## config.mk

```make
export PLATFORM = sky130hd
export DESIGN_NAME = display_scan_driver_flat
export DESIGN_NICKNAME = d
export VERILOG_FILES = /design/src/rtl/display_scan_driver_if.sv /design/src/rtl/display_scan_driver.sv /design/src/flat_wrapper.sv
export SDC_FILE = /design/constraint.sdc
export NUM_CORES = 1
export LEC_CHECK = 0
export CORE_AREA = 4 4 169 171
export CTS_CLUSTER_SIZE = 12
export DETAILED_ROUTE_END_ITERATION = 10
export DIE_AREA = 0 0 173 175
export PLACE_DENSITY = 0.83
export RECOVER_POWER = 25
export SLEW_MARGIN = 20
export SYNTH_ARGS = -nofsm -noshare
export SYNTH_HDL_FRONTEND = slang
export SYNTH_SLANG_ARGS = --single-unit
```

## constraint.sdc

```tcl
create_clock -name ClkRs_ix -period 2.8 [get_ports ClkRs_ix]
set_input_delay 0.7 -clock ClkRs_ix [delete_from_list [all_inputs] [get_ports ClkRs_ix]]
set_output_delay 0.7 -clock ClkRs_ix [all_outputs]
set_load 0.005 [all_outputs]
```

## src/rtl/display_scan_driver_if.sv

```systemverilog
// Clock/reset record type and the LED driver chain interface used by the
// front-panel scan driver.
package ckrs_pkg;
   typedef struct packed {
      logic clk;
      logic reset;
   } ckrs_t;
endpackage

interface t_display;
   logic       latch;
   logic       blank;
   logic [2:0] csel;
   logic       sclk;
   logic       sin;

   modport producer (output latch, blank, csel, sclk, sin);
   modport consumer (input  latch, blank, csel, sclk, sin);
endinterface

```

## src/rtl/display_scan_driver.sv

```systemverilog
// Serialises an 8-column LED frame into chained shift-register drivers, latches
// each column and multiplexes csel, blanking the panel while columns switch.
module display_scan_driver
   import ckrs_pkg::*;
#(
   parameter int CLK_DIV = 4,
   parameter int BITS    = 32,
   parameter int COLUMNS = 8
) (
   input  ckrs_t                     ClkRs_ix,
   input  logic                      enable_ix,
   input  logic [COLUMNS*BITS-1:0]   frame_ix,
   output logic                      frame_done_ox,
   t_display.producer                display_x
);

   localparam int PRE_W = (CLK_DIV > 1) ? $clog2(CLK_DIV) : 1;
   localparam int CNT_W = (BITS > 1) ? $clog2(BITS) : 1;
   localparam logic [PRE_W-1:0] LAST_DIV = PRE_W'(CLK_DIV - 1);
   localparam logic [CNT_W-1:0] LAST_BIT = CNT_W'(BITS - 1);
   localparam logic [2:0]       LAST_COL = 3'(COLUMNS - 1);

   typedef enum logic [2:0] {
      IDLE,
      LOAD,
      SH_LO,
      SH_HI,
      BLANK,
      LATCH
   } state_t;

   logic clk;
   logic rst_n;

   assign clk   = ClkRs_ix.clk;
   assign rst_n = ClkRs_ix.reset;

   state_t                    state_q,     state_d;
   logic [PRE_W-1:0]          presc_q,     presc_d;
   logic [2:0]                shift_col_q, shift_col_d;
   logic [CNT_W-1:0]          bit_cnt_q,   bit_cnt_d;
   logic [BITS-1:0]           shift_q,     shift_d;
   logic [COLUMNS*BITS-1:0]   frame_q,     frame_d;
   logic                      latch_q,     latch_d;
   logic                      blank_q,     blank_d;
   logic [2:0]                csel_q,      csel_d;
   logic                      sclk_q,      sclk_d;
   logic                      sin_q,       sin_d;
   logic                      done_q,      done_d;

   logic                      tick;
   logic [CNT_W-1:0]          next_bit;
   logic [BITS-1:0]           load_word;
   logic [BITS-1:0]           frame_cols [COLUMNS];

   assign tick     = (presc_q == LAST_DIV);
   assign next_bit = bit_cnt_q - CNT_W'(1);

   // Column 0 comes straight from the live input because that is the cycle
   // the snapshot is taken; later columns read the frozen copy so frames never tear.
   always_comb begin
      for (int c = 0; c < COLUMNS; c++) begin
         frame_cols[c] = frame_q[c*BITS +: BITS];
      end
      if (shift_col_q == 3'd0) begin
         load_word = frame_ix[BITS-1:0];
      end else begin
         load_word = frame_cols[shift_col_q];
      end
   end

   always_comb begin
      state_d     = state_q;
      shift_col_d = shift_col_q;
      bit_cnt_d   = bit_cnt_q;
      shift_d     = shift_q;
      frame_d     = frame_q;
      blank_d     = blank_q;
      csel_d      = csel_q;
      sin_d       = sin_q;
      done_d      = 1'b0;

      case (state_q)
         IDLE: begin
            blank_d = 1'b1;
            if (enable_ix) begin
               state_d     = LOAD;
               shift_col_d = 3'd0;
            end
         end
         LOAD: begin
            if (shift_col_q == 3'd0) begin
               frame_d = frame_ix;
            end
            shift_d   = load_word;
            bit_cnt_d = LAST_BIT;
            sin_d     = load_word[BITS-1];
            state_d   = SH_LO;
         end
         SH_LO: begin
            if (tick) begin
               state_d = SH_HI;
            end
         end
         SH_HI: begin
            if (tick) begin
               if (bit_cnt_q == '0) begin
                  state_d = BLANK;
                  blank_d = 1'b1;
               end else begin
                  bit_cnt_d = next_bit;
                  sin_d     = shift_q[next_bit];
                  state_d   = SH_LO;
               end
            end
         end
         BLANK: begin
            if (tick) begin
               state_d = LATCH;
               csel_d  = shift_col_q;
               done_d  = (shift_col_q == LAST_COL);
            end
         end
         LATCH: begin
            if (tick) begin
               shift_col_d = (shift_col_q == LAST_COL) ? 3'd0 : shift_col_q + 3'd1;
               if (enable_ix) begin
                  state_d = LOAD;
                  blank_d = 1'b0;
               end else begin
                  state_d = IDLE;
               end
            end
         end
         default: begin
            state_d = IDLE;
            blank_d = 1'b1;
         end
      endcase

      latch_d = (state_d == LATCH);
      sclk_d  = (state_d == SH_HI);

      // Prescaler is parked at zero in IDLE and LOAD so every timed phase
      // starts on a fresh count and lasts exactly CLK_DIV clocks.
      if (state_q == IDLE || state_q == LOAD || tick) begin
         presc_d = '0;
      end else begin
         presc_d = presc_q + PRE_W'(1);
      end
   end

   always_ff @(posedge clk or negedge rst_n) begin
      if (!rst_n) begin
         state_q     <= IDLE;
         presc_q     <= '0;
         shift_col_q <= 3'd0;
         bit_cnt_q   <= '0;
         shift_q     <= '0;
         frame_q     <= '0;
         latch_q     <= 1'b0;
         blank_q     <= 1'b1;
         csel_q      <= 3'd0;
         sclk_q      <= 1'b0;
         sin_q       <= 1'b0;
         done_q      <= 1'b0;
      end else begin
         state_q     <= state_d;
         presc_q     <= presc_d;
         shift_col_q <= shift_col_d;
         bit_cnt_q   <= bit_cnt_d;
         shift_q     <= shift_d;
         frame_q     <= frame_d;
         latch_q     <= latch_d;
         blank_q     <= blank_d;
         csel_q      <= csel_d;
         sclk_q      <= sclk_d;
         sin_q       <= sin_d;
         done_q      <= done_d;
      end
   end

   assign display_x.latch = latch_q;
   assign display_x.blank = blank_q;
   assign display_x.csel  = csel_q;
   assign display_x.sclk  = sclk_q;
   assign display_x.sin   = sin_q;
   assign frame_done_ox   = done_q;

endmodule

```

## src/flat_wrapper.sv

```systemverilog
// flat-port wrapper written by rule: the top's interface ports become plain ports
module display_scan_driver_flat import ckrs_pkg::*;
#(
   parameter int CLK_DIV = 4,
   parameter int BITS    = 32,
   parameter int COLUMNS = 8
)
  (ClkRs_ix, enable_ix, frame_ix, frame_done_ox, display_x_latch, display_x_blank, display_x_csel, display_x_sclk, display_x_sin);
  t_display display_x_i ();
  input  ckrs_t ClkRs_ix;
  input  logic enable_ix;
  input  logic [COLUMNS*BITS-1:0] frame_ix;
  output logic frame_done_ox;
  output wire logic [$bits(display_x_i.latch)-1:0] display_x_latch;
  output wire logic [$bits(display_x_i.blank)-1:0] display_x_blank;
  output wire logic [$bits(display_x_i.csel)-1:0] display_x_csel;
  output wire logic [$bits(display_x_i.sclk)-1:0] display_x_sclk;
  output wire logic [$bits(display_x_i.sin)-1:0] display_x_sin;
  assign display_x_latch = display_x_i.latch;
  assign display_x_blank = display_x_i.blank;
  assign display_x_csel = display_x_i.csel;
  assign display_x_sclk = display_x_i.sclk;
  assign display_x_sin = display_x_i.sin;
  display_scan_driver #(.CLK_DIV(CLK_DIV), .BITS(BITS), .COLUMNS(COLUMNS)) u_core (.ClkRs_ix(ClkRs_ix), .enable_ix(enable_ix), .frame_ix(frame_ix), .frame_done_ox(frame_done_ox), .display_x(display_x_i));
endmodule
```

==> results of run 1 <==
## area by class of cell
cell class,instances,area (µm²)
Antenna cell,3,7.51
Tap cell,341,427
Fill cell,1802,7940
Clock buffer,101,1560
Timing Repair Buffer,280,2850
Sequential cell,309,7740
Clock inverter,27,319
Multi-Input combinational cell,571,6000
Inverter,9,33.8
## power by group through the flow
stage	clock (mW)	sequential, mW	combinational, mW
final	8.41	5.51	2.77
after global routing	9.26	5.59	3.01
after CTS	10.5	5.50	2.80
after detailed placement	0	5.59	2.73
after global placement	0	5.54	2.64
after floorplan	0	5.43	1.88
## synth_stat cells (all sizes together), types with 3 or more instances
cell type,count,share of area
dfrtp,308,0.54
mux2,262,0.21
mux4,72,0.11
buf,50,0.023
nor2,44,0.012
nand2,40,0.011
o21ai,36,0.013
a21oi,35,0.013
mux2i,35,0.025
clkbuf,18,0.0048
inv,9,0.0024
ha,6,0.0053
nor2b,5,0.0022
nor3,4,0.0014
a31oi,3,0.0013
and2,3,0.0013
xnor2,3,0.0019
## per-stage QoR
| stage | utilization | instance area (µm²) | hold WS, ps | setup slack, ps | power (mW) |
|---|---|---|---|---|---|
| CTS | 0.725 | 19500 | -315 | 387 | 18.8 |
| detailed placement | 0.634 | 17100 | -296 | 449 | 8.32 |
| floorplan | - | 14100 | -296 | 465 | 7.31 |
| global route | 0.705 | 18900 | 41.9 | 296 | 17.9 |
| finish | 0.705 | 18900 | -15.2 | 421 | 16.7 |
| global placement | 0.634 | 17100 | -296 | 504 | 8.18 |
## path summary, 6_finish.rpt
check	slack, ps	start	end
setup / recovery	420	u_core.state_q[1]	u_core.frame_q[169]
hold / removal	-20	ClkRs_ix[0]	u_core.frame_q[74]
setup reg to reg	420	u_core.state_q[1]	u_core.frame_q[169]
hold reg to reg	450	u_core.presc_q[0]	u_core.presc_q[0]
max in group asynchronous	1850	ClkRs_ix[0]	u_core.frame_q[28]
min in group ClkRs_ix	450	u_core.presc_q[0]	u_core.presc_q[0]
## metal layers
metal / GRT usage / share of wire / vias to the layer above
met2: 0.372 / 0.49 / 342
met1: 0.287 / 0.40 / 4773
met4: 0.143 / 0.030 / 4
met3: 0.128 / 0.078 / 79
li1: - / - / 4133
met5: 0 / 0.00065 / -
## logic make-up (layout without fill, tap and decap cells)
kind of cell             after synthesis  in the layout  synth area share
buffers and inverters                 77            417            0.0298
AND/OR/NAND/NOR                      105            105            0.0328
adder cells (fa/ha/maj)                6              6           0.00531
multiplexers                         369            369             0.348
XOR/XNOR                               5              5           0.00310
flip-flops                           309            309             0.547
other                                  0              3                 0
AO/OA/AOI/OAI                         86             86            0.0341
## registers in the layout, summed over array words and instances (netlist names)
register and flops:
u_core.shift_q 32, u_core.display_x.sin 1, u_core.frame_done_ox 1, u_core.frame_q 256, u_core.presc_q 2, u_core.display_x.sclk 1, u_core.display_x.latch 1, u_core.display_x.csel 3
u_core.state_q 3, u_core.shift_col_q 3, u_core.bit_cnt_q 5, u_core.display_x.blank 1
## worst max-delay path, cell delays in order, from the launching register on
cell	delay [ps]
sky130_fd_sc_hd__dfrtp_1	520
sky130_fd_sc_hd__nand2b_1	270
sky130_fd_sc_hd__nand2b_4	200
sky130_fd_sc_hd__nor3b_4	330
sky130_fd_sc_hd__buf_12	440
sky130_fd_sc_hd__mux2_2	410
==> impl_metrics.yaml, run 1 <==
status:
  status: "finished, violations left"
  violations: "negative hold slack"
critical_path:
  worst_ep_required_time_ps: 3180
  critPathLaunchType: "flop"
  r2r_cells: 5
  arrival_ps: 2750
  critical_path_class: "reg2reg"
  setup.worst_path.end_class: "flop"
  worstPathMaxFanout: 99
timing:
  tns_ps: 0
  report.final.setup_viol: 0
  final_period_minus_worst_setup_slack_ps: 2380
  rsz0062_at_grt: "no"
  holdWs_ps: -15.2
  final_max_slew_viol_count: 0
  tightestPinTransition_ps: 875
  worst_clock_skew_ps: 19.6
  finalCritPeriodShare: 0.850
  worst_slew_margin_rel: 0.417
  report.final.hold_viol_count: 85
  max_freq_mhz: 420
global_route:
  grt_resource_usage_total: 0.248
  grt_antenna_before_repair: 5
  congestion_overflow_gr: 0
  vias_in_the_first_global_route: 11200
  grt_pass1_wl_um: 58400
  grt_start_max_net_pins: 100
drt:
  dr.first_iter.drc_count: 635
  detailroute.via_count: 9331
  drt_wl_total_um: 36700
  drtAntennaViolNets: 0
  drc: 0
  drt-wirelength-per-cell_um: 22.3
  firstDrtPassIters: 5
  avgViaCountPerCell: 5.69
job:
  maxCapViolCount: 0
logic_synthesis:
  synth_cells: 957
  yosys.cell_types.count: 43
  yosysSeqAreaShare: 0.547
  synthesis.yosys.warnings: 0
  postSynthNetCount: 1222
  syn-cell-area_mm2: 0.0141
  synth_flop_cell: "sky130_fd_sc_hd__dfrtp_1"
  synth_seq_cells: 309
  synth_edf_count: 0
  fraction_of_synthesis_flops_using_an_asynchronous_set_or_reset_pin: 1.00
  synth_area_per_cell_um2: 14.8
power:
  seqPwrFrac: 0.330
  power_density_mw_per_mm2: 881
  vdd.ir_drop.worst_v: 0.000512
  combPwrFrac: 0.166
  clkPwrFrac: 0.504
  cellInternalPower_mw: 11.1
  power.switching_fraction: 0.337
  leakage_nw: 8.63
  p_switching_mw: 5.62
cts:
  cts.repair_timing.setup_buffer_count: 0
  clk_transition_reported_paths_ps: 60
  clk-insertion-delay-late_ps: 500
  cts_repair_resize_count: 0
  cts.hold.buffers_added: 0
  cts_tree: "yes"
layout:
  layout_commonest_cell: "sky130_fd_sc_hd__dfrtp_1"
  layout.cells.most_common_list: "sky130_fd_sc_hd__dfrtp_1 (305), sky130_fd_sc_hd__clkdlybuf4s50_1 (265), sky130_fd_sc_hd__mux2_2 (234)"
  area_growth_syn_to_layout_pct: 33.9
  drive_above_1_share: 0.313
  design.final.nets: 1510
  finish.cell_count_without_fillers: 1641
hold_path:
  worstHoldPathType: "clk2async"
floorplanning:
  top_level_ports: 267
  die_area_mm2: 0.0303
  die_w_um: 173
  fp.dieH_um: 175
  core_region_area_mm2: 0.0269
  initial_core_util: 0.526
  std_cell_rows: 60
placement:
  numPortBuffers: 265
  place.gp.congestion: 0.789
  placed_cells: 1510
  detailed_place_hpwl_um: 23300
(Power assumes the default switching activity.)
==> run 2, diff against run 1 <==
Clock period 2.8 ns to 2.4 ns, I/O delays scaled along.
==> run 2 against run 1 <==
Compared with the run above: the flow now finishes without violations; combinational power is 16% higher; non-clock buffer count up 6; register-to-register slack got worse by 220 ps; critical path depth unchanged; global-route usage up 0.13 points; worst setup slack worse by 220 ps.
==> impl_metrics.yaml, run 2 (synthesis gave the netlist of run 1 again) <==
cts:
  clk_transition_reported_paths_ps: 60
  cts.hold.buffers_added: 0
  clk-insertion-delay-late_ps: 510
  cts_tree: "yes"
  cts_repair_resize_count: 0
  cts.repair_timing.setup_buffer_count: 0
drt:
  drc: 0
  dr_wl_met3_um: 2950
  drtAntennaViolNets: 0
  dr.first_iter.drc_count: 512
  firstDrtPassIters: 6
  detailroute.via_count: 9364
  drt_wl_total_um: 37200
  detailroute.wirelength.met2_um: 18200
  drt-wirelength-per-cell_um: 22.6
  wl_met1_um: 15100
  top_layer_used: "met5"
  avgViaCountPerCell: 5.70
floorplanning:
  initial_core_util: 0.526
  std_cell_rows: 60
  die_w_um: 173
  die_area_mm2: 0.0303
  core_region_area_mm2: 0.0269
  fp.dieH_um: 175
  top_level_ports: 267
critical_path:
  arrival_ps: 2590
  worstPathMaxFanout: 99
  critical_path_class: "reg2reg"
  setup.worst_path.end_class: "flop"
  critPathLaunchType: "flop"
  worst_ep_required_time_ps: 2790
  r2r_cells: 5
timing:
  rsz0062_at_grt: "no"
  holdWs_ps: 356
  final_period_minus_worst_setup_slack_ps: 2200
  worst_clock_skew_ps: 14.2
  tightestPinTransition_ps: 1210
  final_max_slew_viol_count: 0
  finalCritPeriodShare: 0.917
  tns_ps: 0
  max_freq_mhz: 454
  report.final.hold_viol_count: 0
  report.final.setup_viol: 0
  worst_slew_margin_rel: 0.192
power:
  power_density_mw_per_mm2: 1010
  vdd.ir_drop.worst_v: 0.000793
  leakage_nw: 8.61
placement:
  placed_cells: 1516
  place.gp.congestion: 0.833
  postPlaceCellArea_mm2: 0.0171
  numPortBuffers: 265
  detailed_place_hpwl_um: 24100
layout:
  number_of_flip_flops_under_the_largest_register_name: 256
  design.final.nets: 1516
  top_regs: "u_core.frame_q x256, u_core.shift_q x32, u_core.bit_cnt_q x5"
  registers.top_by_ff_count: "u_core.frame_q"
  layout.cells.most_common_list: "sky130_fd_sc_hd__dfrtp_1 (305), sky130_fd_sc_hd__clkdlybuf4s50_1 (265), sky130_fd_sc_hd__mux2_2 (234)"
  fillers: 1755
  finalInstanceArea_mm2: 0.0189
  area_growth_syn_to_layout_pct: 33.5
  drive_above_1_share: 0.317
  finish.cell_count_without_fillers: 1643
  layout_commonest_cell: "sky130_fd_sc_hd__dfrtp_1"
global_route:
  congestion_overflow_gr: 0
  grt_resource_usage_total: 0.249
  vias_in_the_first_global_route: 11100
  grt_antenna_before_repair: 6
  grt_start_max_net_pins: 100
  grt_pass1_wl_um: 58300
hold_path:
  worstHoldPathType: "clk2async"
job:
  maxCapViolCount: 0
status:
  status: "completed"
run 2: cell types whose count changed in the layout (fill, tap and decap cells not counted), sizes merged:
cell	previous run	this run
bufinv	7	5
buf	15	21
diode	3	4
clkinvlp	1	2
clkbuf	101	97
run 2: path summary, 6_finish.rpt:
kind / startpoint / end / slack, ps
min in group ClkRs_ix: u_core.presc_q[0] / u_core.presc_q[0] / 450
setup reg to reg: u_core.state_q[1] / u_core.frame_q[115] / 200
max in group asynchronous: ClkRs_ix[0] / u_core.shift_col_q[0] / 1230
hold / removal: ClkRs_ix[0] / u_core.shift_q[8] / 360
setup / recovery: u_core.state_q[1] / u_core.frame_q[115] / 200
hold reg to reg: u_core.presc_q[0] / u_core.presc_q[0] / 450
run 2: per-layer routing:
layer / global-route usage / vias to the layer above
met5: 0 / -
met4: 0.149 / 4
met3: 0.126 / 73
met2: 0.367 / 354
met1: 0.294 / 4803
li1: - / 4130
run 2: critical path, stage by stage (launching register included):
cell and delay (ps):
sky130_fd_sc_hd__dfrtp_1 370, sky130_fd_sc_hd__nand2b_1 210, sky130_fd_sc_hd__nand2b_4 200, sky130_fd_sc_hd__nor3b_4 370
sky130_fd_sc_hd__buf_12 470, sky130_fd_sc_hd__mux2_2 400
run 2: area by class of cell:
type	instances	area, µm²	area share
diodes	4	10.0	0.000530
clock buffers	97	1490	0.0787
clock inverters	26	284	0.0150
inverters	9	33.8	0.00179
multi-input cells	571	6000	0.318
flip-flops and latches	309	7740	0.410
well taps	341	427	0.0226
repair buffers	286	2900	0.154
run 2: through the flow:
| step | worst slack [ps] | power, mW | utilization |
|---|---|---|---|
| after CTS | 201 | 21.8 | 0.726 |
| after detailed placement | 242 | 9.71 | 0.636 |
| after global placement | 260 | 9.58 | 0.636 |
| final | 198 | 19.1 | 0.702 |
| after floorplan | 65.1 | 8.53 | - |
| after global routing | 83.5 | 20.4 | 0.702 |
run 2: power breakdown:
part           leakage, nW  switching, mW  internal, mW
Combinational         3.66           1.30          1.92
Clock                0.838           4.65          4.78
Sequential            4.11          0.615          5.82
Total                 8.61           6.57          12.5
==> run 3, diff against run 2 <==
Settings changed: CORE_AREA 4 4 169 171 to 3 3 168 170, DIE_AREA 0 0 173 175 to 0 0 171 173.
==> run 3 against run 2 <==
Compared with the run above: combinational power increased by 2%; register-to-register slack got worse by 50 ps; first-iteration DRC count increased by 11%; critical path type unchanged; clock skew increased by 13 ps; via count increased by 1.2%; global-route usage increased by 1.0 points; routed wire length increased by 0.98%; largest power group unchanged; highest routed layer unchanged; largest cell class unchanged; maximum frequency decreased by 2.4%; flip-flop and latch count unchanged; clock-buffer cell count decreased by 6.
==> impl_metrics.yaml, run 3 (synthesis gave the netlist of run 1 again) <==
power:
  vdd.ir_drop.worst_v: 0.000493
  p_switching_mw: 6.70
  cellInternalPower_mw: 12.8
  power.switching_fraction: 0.344
  clkPwrFrac: 0.502
  pwr_total_mw: 19.5
  power_density_mw_per_mm2: 1020
  leakage_nw: 8.71
  seqPwrFrac: 0.329
  combPwrFrac: 0.169
timing:
  finalCritPeriodShare: 0.940
  rsz0062_at_grt: "no"
  report.final.hold_viol_count: 0
  report.final.setup_viol: 0
  final_max_slew_viol_count: 0
  tns_ps: 0
  worst_clock_skew_ps: 27.4
  max_freq_mhz: 443
  worst_slew_margin_rel: 0.312
  final_period_minus_worst_setup_slack_ps: 2250
  tightestPinTransition_ps: 1030
critical_path:
  r2r_cells: 5
  arrival_ps: 2650
  critical_path_class: "reg2reg"
  setup.worst_path.end_class: "flop"
  worstPathMaxFanout: 82
  worst_ep_required_time_ps: 2800
  critPathLaunchType: "flop"
cts:
  clk_transition_reported_paths_ps: 60
  cts_repair_resize_count: 0
  clk-insertion-delay-late_ps: 520
  cts_tree: "yes"
global_route:
  grt_resource_usage_total: 0.259
  layer_with_the_highest_usage_after_global_routing: "met2"
  grt_antenna_before_repair: 7
  congestion_overflow_gr: 0
  grtUsageMet2: 0.377
  vias_in_the_first_global_route: 11200
  grt_start_max_net_pins: 83
  grt_pass1_wl_um: 58500
  global_route.usage.met3: 0.114
  groute.layer.met1.usage: 0.317
layout:
  registers.top_by_ff_count: "u_core.frame_q"
  fillers: 1711
  design.final.nets: 1523
  area_growth_syn_to_layout_pct: 35.0
  top_regs: "u_core.frame_q x256, u_core.shift_q x32, u_core.bit_cnt_q x5"
  layout.cells.most_common_list: "sky130_fd_sc_hd__dfrtp_1 (305), sky130_fd_sc_hd__clkdlybuf4s50_1 (265), sky130_fd_sc_hd__mux2_2 (234)"
  drive_above_1_share: 0.323
  number_of_flip_flops_under_the_largest_register_name: 256
  layout_commonest_cell: "sky130_fd_sc_hd__dfrtp_1"
  ff_latch_area_mm2: 0.00774
  multi_input_comb_area_mm2: 0.00600
drt:
  detailroute.via_count: 9475
  drtAntennaViolNets: 0
  avgViaCountPerCell: 5.71
  drc: 0
  drt-wirelength-per-cell_um: 22.6
  firstDrtPassIters: 6
  dr.first_iter.drc_count: 570
  drt_wl_total_um: 37600
hold_path:
  worstHoldPathType: "clk2async"
floorplanning:
  die_area_mm2: 0.0296
  initial_core_util: 0.526
  top_level_ports: 267
  std_cell_rows: 60
  fp.dieH_um: 173
  core_region_area_mm2: 0.0269
  die_w_um: 171
job:
  maxCapViolCount: 0
placement:
  detailed_place_hpwl_um: 23100
  numPortBuffers: 265
  place.gp.congestion: 0.817
status:
  status: "completed"
==> run 3: per-stage QoR <==
stage          worst slack [ps]  std cells  cell area, µm²  hold WS [ps]   util
2_1_floorplan              65.1        957           14100          -296      -
4_1_cts                     129       1647           19700          -329  0.733
5_1_grt                    41.7       1659           19100           484  0.710
3_5_place_dp                176       1518           17200          -296  0.640
3_3_place_gp                221       1518           17200          -296  0.640
6_report                    145       1659           19100           423  0.710
==> run 3: repair_timing <==
action                                  in CTS  in global routing
buffers inserted                             0                  6
hold buffers                                 0                  0
hold endpoints to repair                     0                  0
endpoints found under the setup margin       0                  1
==> run 3: worst paths after layout <==
check	start	to	slack, ps
worst max-delay path	u_core.shift_col_q[0]	u_core.frame_q[159]	150
worst min-delay path	ClkRs_ix[0]	u_core.frame_q[109]	420
worst max register to register	u_core.shift_col_q[0]	u_core.frame_q[159]	150
worst min register to register	u_core.presc_q[0]	u_core.presc_q[0]	450
max in group asynchronous	ClkRs_ix[0]	u_core.frame_q[227]	1290
min in group ClkRs_ix	u_core.presc_q[0]	u_core.presc_q[0]	450
==> run 3: power groups by stage <==
stage	registers (mW)	logic, mW	clock network, mW
after floorplan	6.33	2.19	0
after global placement	6.45	3.12	0
after detailed placement	6.50	3.22	0
after CTS	6.40	3.32	12.5
after global routing	6.50	3.54	10.7
final	6.41	3.30	9.78
==> run 3: worst max-delay path, cell delays in order, from the launching register on <==
cell and delay, ps:
sky130_fd_sc_hd__dfrtp_4 560, sky130_fd_sc_hd__inv_1 90, sky130_fd_sc_hd__ha_2 220, sky130_fd_sc_hd__nor3b_4 400, sky130_fd_sc_hd__buf_12 420, sky130_fd_sc_hd__mux2_2 410
==> run 3: layout make-up <==
type	instances	area share
clock buffers	91	0.0711
inverters	9	0.00177
well taps	341	0.0223
diodes	6	0.000786
repair buffers	294	0.159
flip-flops and latches	309	0.405
multi-input cells	571	0.314
clock inverters	38	0.0256
==> run 3: metal layers <==
metal,wire (µm),part of all wire,vias to the layer above
met5,9,0.00024,-
met3,2590,0.069,101
li1,-,-,4150
met4,1350,0.036,2
met1,15500,0.41,4844
met2,18100,0.48,378
